===== src/rtl/mux_scan_pkg.sv =====
// Shared types and sizing for the 8-channel mux scanner.
package mux_scan_pkg;

    localparam int NUM_CH = 8;
    localparam int CH_W   = 3;
    localparam int CNT_W  = 4;

    typedef enum logic [1:0] {
        IDLE,
        SETTLE,
        SAMPLE
    } state_t;

endpackage


===== src/rtl/scan_settle_timer.sv =====
// Settle-time down-counter: load arms it, expired is high once the count reaches zero.
module scan_settle_timer
    import mux_scan_pkg::*;
#(
    parameter int SETTLE_CYCLES = 2
) (
    input  logic clk,
    input  logic rst,
    input  logic load,
    output logic expired
);

    logic [CNT_W-1:0] count;

    // Loading SETTLE_CYCLES-1 gives exactly SETTLE_CYCLES cycles before expiry.
    always_ff @(posedge clk or posedge rst) begin
        if (rst) begin
            count <= '0;
        end else if (load) begin
            count <= CNT_W'(SETTLE_CYCLES - 1);
        end else if (count != '0) begin
            count <= count - CNT_W'(1);
        end
    end

    assign expired = (count == '0);

endmodule


===== src/rtl/mux_channel_scanner.sv =====
// Steps an 8:1 mux through all channels, samples Y after a settle time and packs a byte.
module mux_channel_scanner
    import mux_scan_pkg::*;
#(
    parameter int SETTLE_CYCLES = 2
) (
    input  logic       clk,
    input  logic       rst,
    input  logic       start,
    input  logic       continuous,
    input  logic       y_in,
    output logic       s0,
    output logic       s1,
    output logic       s2,
    output logic       busy,
    output logic       done,
    output logic [7:0] data
);

    localparam logic [CH_W-1:0] LAST_CH = CH_W'(NUM_CH - 1);

    state_t              state;
    logic [CH_W-1:0]     ch;
    logic [NUM_CH-1:0]   shadow;
    logic                load;
    logic                expired;

    // Timer restarts on every entry into SETTLE; busy at the last SAMPLE means continuous rescan.
    assign load = (state == IDLE && start) ||
                  (state == SAMPLE && (ch != LAST_CH || busy));

    scan_settle_timer #(
        .SETTLE_CYCLES(SETTLE_CYCLES)
    ) u_timer (
        .clk    (clk),
        .rst    (rst),
        .load   (load),
        .expired(expired)
    );

    always_ff @(posedge clk or posedge rst) begin
        if (rst) begin
            state  <= IDLE;
            ch     <= '0;
            shadow <= '0;
            busy   <= 1'b0;
            done   <= 1'b0;
            data   <= 8'h00;
        end else begin
            done <= 1'b0;
            case (state)
                IDLE: begin
                    if (start) begin
                        state <= SETTLE;
                        ch    <= '0;
                        busy  <= 1'b1;
                    end
                end
                SETTLE: begin
                    if (expired) begin
                        shadow[ch] <= y_in;
                        state      <= SAMPLE;
                        // Byte is published only once the final channel is captured.
                        if (ch == LAST_CH) begin
                            data <= {y_in, shadow[NUM_CH-2:0]};
                            done <= 1'b1;
                            busy <= continuous;
                        end
                    end
                end
                SAMPLE: begin
                    if (ch != LAST_CH) begin
                        ch    <= ch + CH_W'(1);
                        state <= SETTLE;
                    end else if (busy) begin
                        ch    <= '0;
                        state <= SETTLE;
                    end else begin
                        ch    <= '0;
                        state <= IDLE;
                    end
                end
                default: begin
                    state <= IDLE;
                end
            endcase
        end
    end

    assign {s0, s1, s2} = ch;

endmodule


===== config.mk =====
export PLATFORM = sky130hd
export DESIGN_NAME = mux_channel_scanner
export DESIGN_NICKNAME = d
export VERILOG_FILES = /design/src/rtl/mux_scan_pkg.sv /design/src/rtl/scan_settle_timer.sv /design/src/rtl/mux_channel_scanner.sv
export SDC_FILE = /design/constraint.sdc
export NUM_CORES = 1
export LEC_CHECK = 0
export BUFFER_PORTS_ARGS = -buffer_cell sky130_fd_sc_hd__buf_4
export CAP_MARGIN = 10
export CORE_MARGIN = 8
export CORE_UTILIZATION = 50
export CTS_BUF_LIST = sky130_fd_sc_hd__clkbuf_8
export DETAILED_ROUTE_END_ITERATION = 8
export GPL_TIMING_DRIVEN = 0
export PLACE_DENSITY_LB_ADDON = 0.12
export SYNTH_ARGS = -nofsm -noshare
export SYNTH_HDL_FRONTEND = slang
export SYNTH_HIERARCHICAL = 1
export SYNTH_SLANG_ARGS = --single-unit
export TNS_END_PERCENT = 5

===== constraint.sdc =====
create_clock -name clk -period 1.8 [get_ports clk]
set_input_delay 0.36 -clock clk [delete_from_list [all_inputs] [get_ports clk]]
set_output_delay 0.36 -clock clk [all_outputs]
set_load 0.01 [all_outputs]

== Yosys cells after proc, flatten, opt, wreduce, memory -nomap -nowiden ==
Cells that the tools add are included.
Storage, ports and cells
  register bits: 27
  word-level logic and storage cells: 54
Operators by class
  multiplexer cells: 20
  eq/ne operators: 7
  add/subtract/negate cells: 2
  reductions and logical operators: 16
  $lt $le $gt $ge: 2
Operators by type and width (count)
  two-way mux 1 bit: 9
  bitwise mux 8 bit: 1
  two-way mux 4 bit: 2
  two-way mux 3 bit: 2
  inequality test 2 bit (second input constant): 3
  one-hot mux 2 bit (3 select lines): 1
  one-hot mux 3 bit (2 select lines): 1
  AND reduction 2 bit: 3
  nonzero test 2 bit: 3
  zero test 4 bit: 1
  less-than comparator 3 x 4 -> 1 bit (second input constant): 1
  two-way mux 2 bit: 2
  AND reduction 4 bit: 1
  nonzero test 4 bit: 1
  subtractor 4 x 1 -> 4 bit (second input constant): 1
  adder 3 x 1 -> 3 bit (second input constant): 1
  demux 1 bit (select 3 bit): 1
  == test 3 bit (second input constant): 1
  >= comparator 3 x 1 -> 1 bit (second input constant): 1
  logical AND 1 bit: 3
  inequality test 3 bit (second input constant): 1
  AND reduction 3 bit: 1
  == test 2 x 1 -> 1 bit (second input constant): 1
  == test 2 bit (second input constant): 1
  3 further kinds: 4

== Longest topological paths before layout ==
  depth after elaboration: 5
  gate-level depth with buffers: 7
  gate-level depth less buffers: 6

== Cells and area by module ==
Netlist, hierarchy kept.
By module, submodules not included
  mux_channel_scanner: sequential area each 550.5 sq um, area an instance 934.6 sq um, cells each 68, times used 1
  scan_settle_timer: sequential area each 100.1 sq um, area an instance 234.0 sq um, cells each 23, times used 1

== Least setup slack after synthesis ==
No wires, ideal clock.
  path type: reg-to-reg
  start: register u_timer.count[0]
  end: register shadow[5]
  data arrival time: 1.660 ns
  stages on the path, launching flop included: 7
  required time: 1.675 ns
  setup slack: 0.015 ns
  path through: dfrtp_1 -> inv_1 -> ha_1 -> nor3b_4 -> nand4b_1 -> nor3b_1 -> mux2_2
On the way
  cells in the longest elaborated chain, start to end: 2
Ends and longest elaborated chain
  start, declared: line scan_settle_timer.sv:13  | logic [CNT_W-1:0] count;
  start signal, assigned: line scan_settle_timer.sv:20  | count <= CNT_W'(SETTLE_CYCLES - 1);
  start signal, assigned: line scan_settle_timer.sv:22  | count <= count - CNT_W'(1);
  zero test 4 bit: line scan_settle_timer.sv:26  | assign expired = (count == '0);
  via expired: line mux_channel_scanner.sv:26  | logic expired;
  AND reduction 2 bit (no line)
  end signal, assigned by index: line mux_channel_scanner.sv:61  | shadow[ch] <= y_in;
  end, declared: line mux_channel_scanner.sv:24  | logic [NUM_CH-1:0] shadow;
The timed path passes the listed nets, and every way through them passes these cells.
A chain may end at the register's enable or synchronous reset.

== Worst setup path in the final report ==
  start: register u_timer.count[1]
  end: register shadow[5]
Same word-level chain as after synthesis.

==> qor.yml <==
outcome: "finished with violations"
violations: "setup timing"
required_ns: 1.96
rsz0062_at_grt: "yes"
setup_ws_ns: -0.0204
synth_largest_area_cell: "dfrtp_1"
yosys-top-cells-area: "dfrtp_1, mux2_2, ha_1"
finalHoldViolCount: 0
p_per_area_nw_per_um2: 1230
clk-insertion-delay-late_ns: 0.27
htree_levels: 1
period_share_pct: 101
synth_edf_count: 0
initial_core_util_pct: 52.8
post-route-min-period_ns: 1.82
clkTransAtPathRegs_ns: 0.09
cp_cell_sequence: "inv_2, ha_4, nor3b_4, nand4b_1, nor3b_2, mux2_4"
slew_headroom_pct: 45.0
ioPinCount: 18
synthTopCellsByCount: "dfrtp_1, mux2_2, inv_1, nor2_1"
endpoint_kind: "flip-flop"
synth_xor_area_share_pct: 0.749
hpwlAfterDp_microns: 1400
die_area_sq_um: 4140
via_per_inst: 5.22
synthMuxAreaShare_pct: 15.3
syn_to_final_growth_pct: 27.5
synth_cell_types: 27
portBuffers: 17
cpPeakStageDelay_ns: 0.41
dp_cells: 136
max_cap_violations: 0
synth_top_family_by_area: "simple AND/OR/NAND/NOR gates"
die_h_microns: 64.3
antenna_found_initial: 0
start_kind: "flip-flop"
synth.net_count: 100
final_util_pct: 67.4
instances_no_fill: 149
nets: 131
synthAdderAreaFrac_pct: 4.28
finalClockSkew_ns: 0.00653
firstDrtPassIters: 4
grt-ovfl-total: 0
rr_startpoint: "u_timer/count[1]"
core.rowCount: 17
postSynthRegisterBits: 26
place_congestion: 0.719
avgSynthCellArea_sq_um: 12.8
via_count: 778
route.detailed.drc: 0
cts-root-buf: "clkbuf_8"
grt_usage_pct: 10.5
layout-drive-gt1-share_pct: 44.6
async_reset_ff_share_pct: 100
setup_violations: 1
crit_slowest_cell: "dfrtp_1"
leakage_nw: 0.749
numCtsBuffers: 3
crit_buf_inv: 1
fin_total_pwr_mw: 1.83
max_freq_ghz: 0.549
synth_simple_gate_area_share_pct: 16.3
n_antenna_cell: 0
startpoint: "u_timer/count[1]"
synthCells: 91
drt_iter0_drc: 14
grt_max_degree: 23
cts_tree: "built"
antenna_left: 0
crit_fanout: 4
grt_pass1_wl_microns: 3530
synth-main-ff-cell: "dfrtp_1"
wl_per_cell_microns: 14.2
synth-compound-area-share_pct: 5.14
core_sq_um: 2210
worst_slew_pin_slew_ns: 0.824
yosysMostFrequentCell: "dfrtp_1"
hp-class: "in2reg"
routed_wl_microns: 2120
crit_arrival_ns: 1.98
drv_slew: 0
synth_area_sq_um: 1170
clock-sinks: 26
die_w_microns: 64.3
ys_warn_count: 6
crit_family: "simple AND/OR/NAND/NOR gates"
irDropWorstVdd_mv: 0.926
synth_top_area_share_pct: 55.7
critPathKind: "reg2reg"
grt_pass1_vias: 782
min_from: "continuous"
yosysSeqAreaShare_pct: 55.7
cts_buffer_depth: 2
## state kept, by name (all words and copies together) (netlist names)
signal / flops
ch: 3
u_timer/count: 4
state: 2
done: 1
busy: 1
shadow: 7
data: 8
## repair_timing
item                                   CTS  global route
hold buffers                             1             0
gates resized for setup                  6             3
endpoints found under the hold margin    4             0
buffers inserted                         5             3
pin swaps                                2             3
setup endpoints to repair               14            13
## area by class of cell
type / instances / area (sq um)
Fill cell: 166 / 722
Sequential cell: 26 / 651
Multi-Input combinational cell: 58 / 518
Timing Repair Buffer: 26 / 198
Clock buffer: 4 / 55.1
Tap cell: 28 / 35.0
Inverter: 6 / 22.5
Buffer: 1 / 11.3
## layout by cell type, fill, tap and decap left out, types with 2 or more instances in the layout
cell	Yosys	final
nor2_1	6	6
nand3b_1	3	3
inv_1	6	4
dfrtp_1	26	26
nand4b_1	2	2
mux2_4	0	2
a22o_1	3	3
nor3b_2	0	2
buf_4	1	25
mux2_2	13	12
inv_2	0	2
a21oi_1	4	4
nand2b_1	2	2
ha_1	4	3
clkbuf_8	0	4
nand2_1	2	2
nor3_1	2	2
## kinds of logic after synthesis
group,after synthesis
AOI/OAI and AO/OA,9
and+or+nand+nor,28
muxes,16
xor gates and xnor gates,1
DFF,26
adders and majority gates,4
buffers and inverters,7
## final timing paths
kind	end	slack, ns	depth (start not counted)
max in group asynchronous	data[1]	0.48	3
setup / recovery	shadow[5]	-0.02	6
hold / removal	busy	0.34	3
min in group asynchronous	u_timer/count[2]	0.53	3
hold reg to reg	shadow[6]	0.50	1
setup reg to reg	shadow[5]	-0.02	6
## metrics by stage
stage / setup slack [ns] / setup TNS [ns] / area (sq um) / hold WS, ns
2_1_floorplan: 0.0152 / 0 / 1170 / 0.126
6_report: -0.0204 / -0.0204 / 1490 / 0.338
5_1_grt: -0.103 / -0.756 / 1490 / 0.362
3_5_place_dp: -0.207 / -1.34 / 1330 / 0.267
3_3_place_gp: -0.211 / -0.981 / 1330 / 0.266
4_1_cts: 0.00184 / 0 / 1460 / 0.340
## power by group
group | leakage (nW) | switching (mW) | internal, mW | total, mW
registers | 0.336 | 0.126 | 0.699 | 0.825
logic | 0.384 | 0.254 | 0.370 | 0.624
clock network | 0.0288 | 0.183 | 0.196 | 0.379
total | 0.749 | 0.563 | 1.26 | 1.83
## worst min-delay path, cell delays in order
cell and delay (ns):
buf_4 0.07, nor2_1 0.03, a21oi_1 0.10
## routing by layer
layer  track usage, %  share of wire (%)
met5                0                  0
met4             5.72                2.0
met3             3.48                4.9
met2             15.9                 45
met1             12.8                 48
No activity file was read; power rests on OpenSTA's default activity.
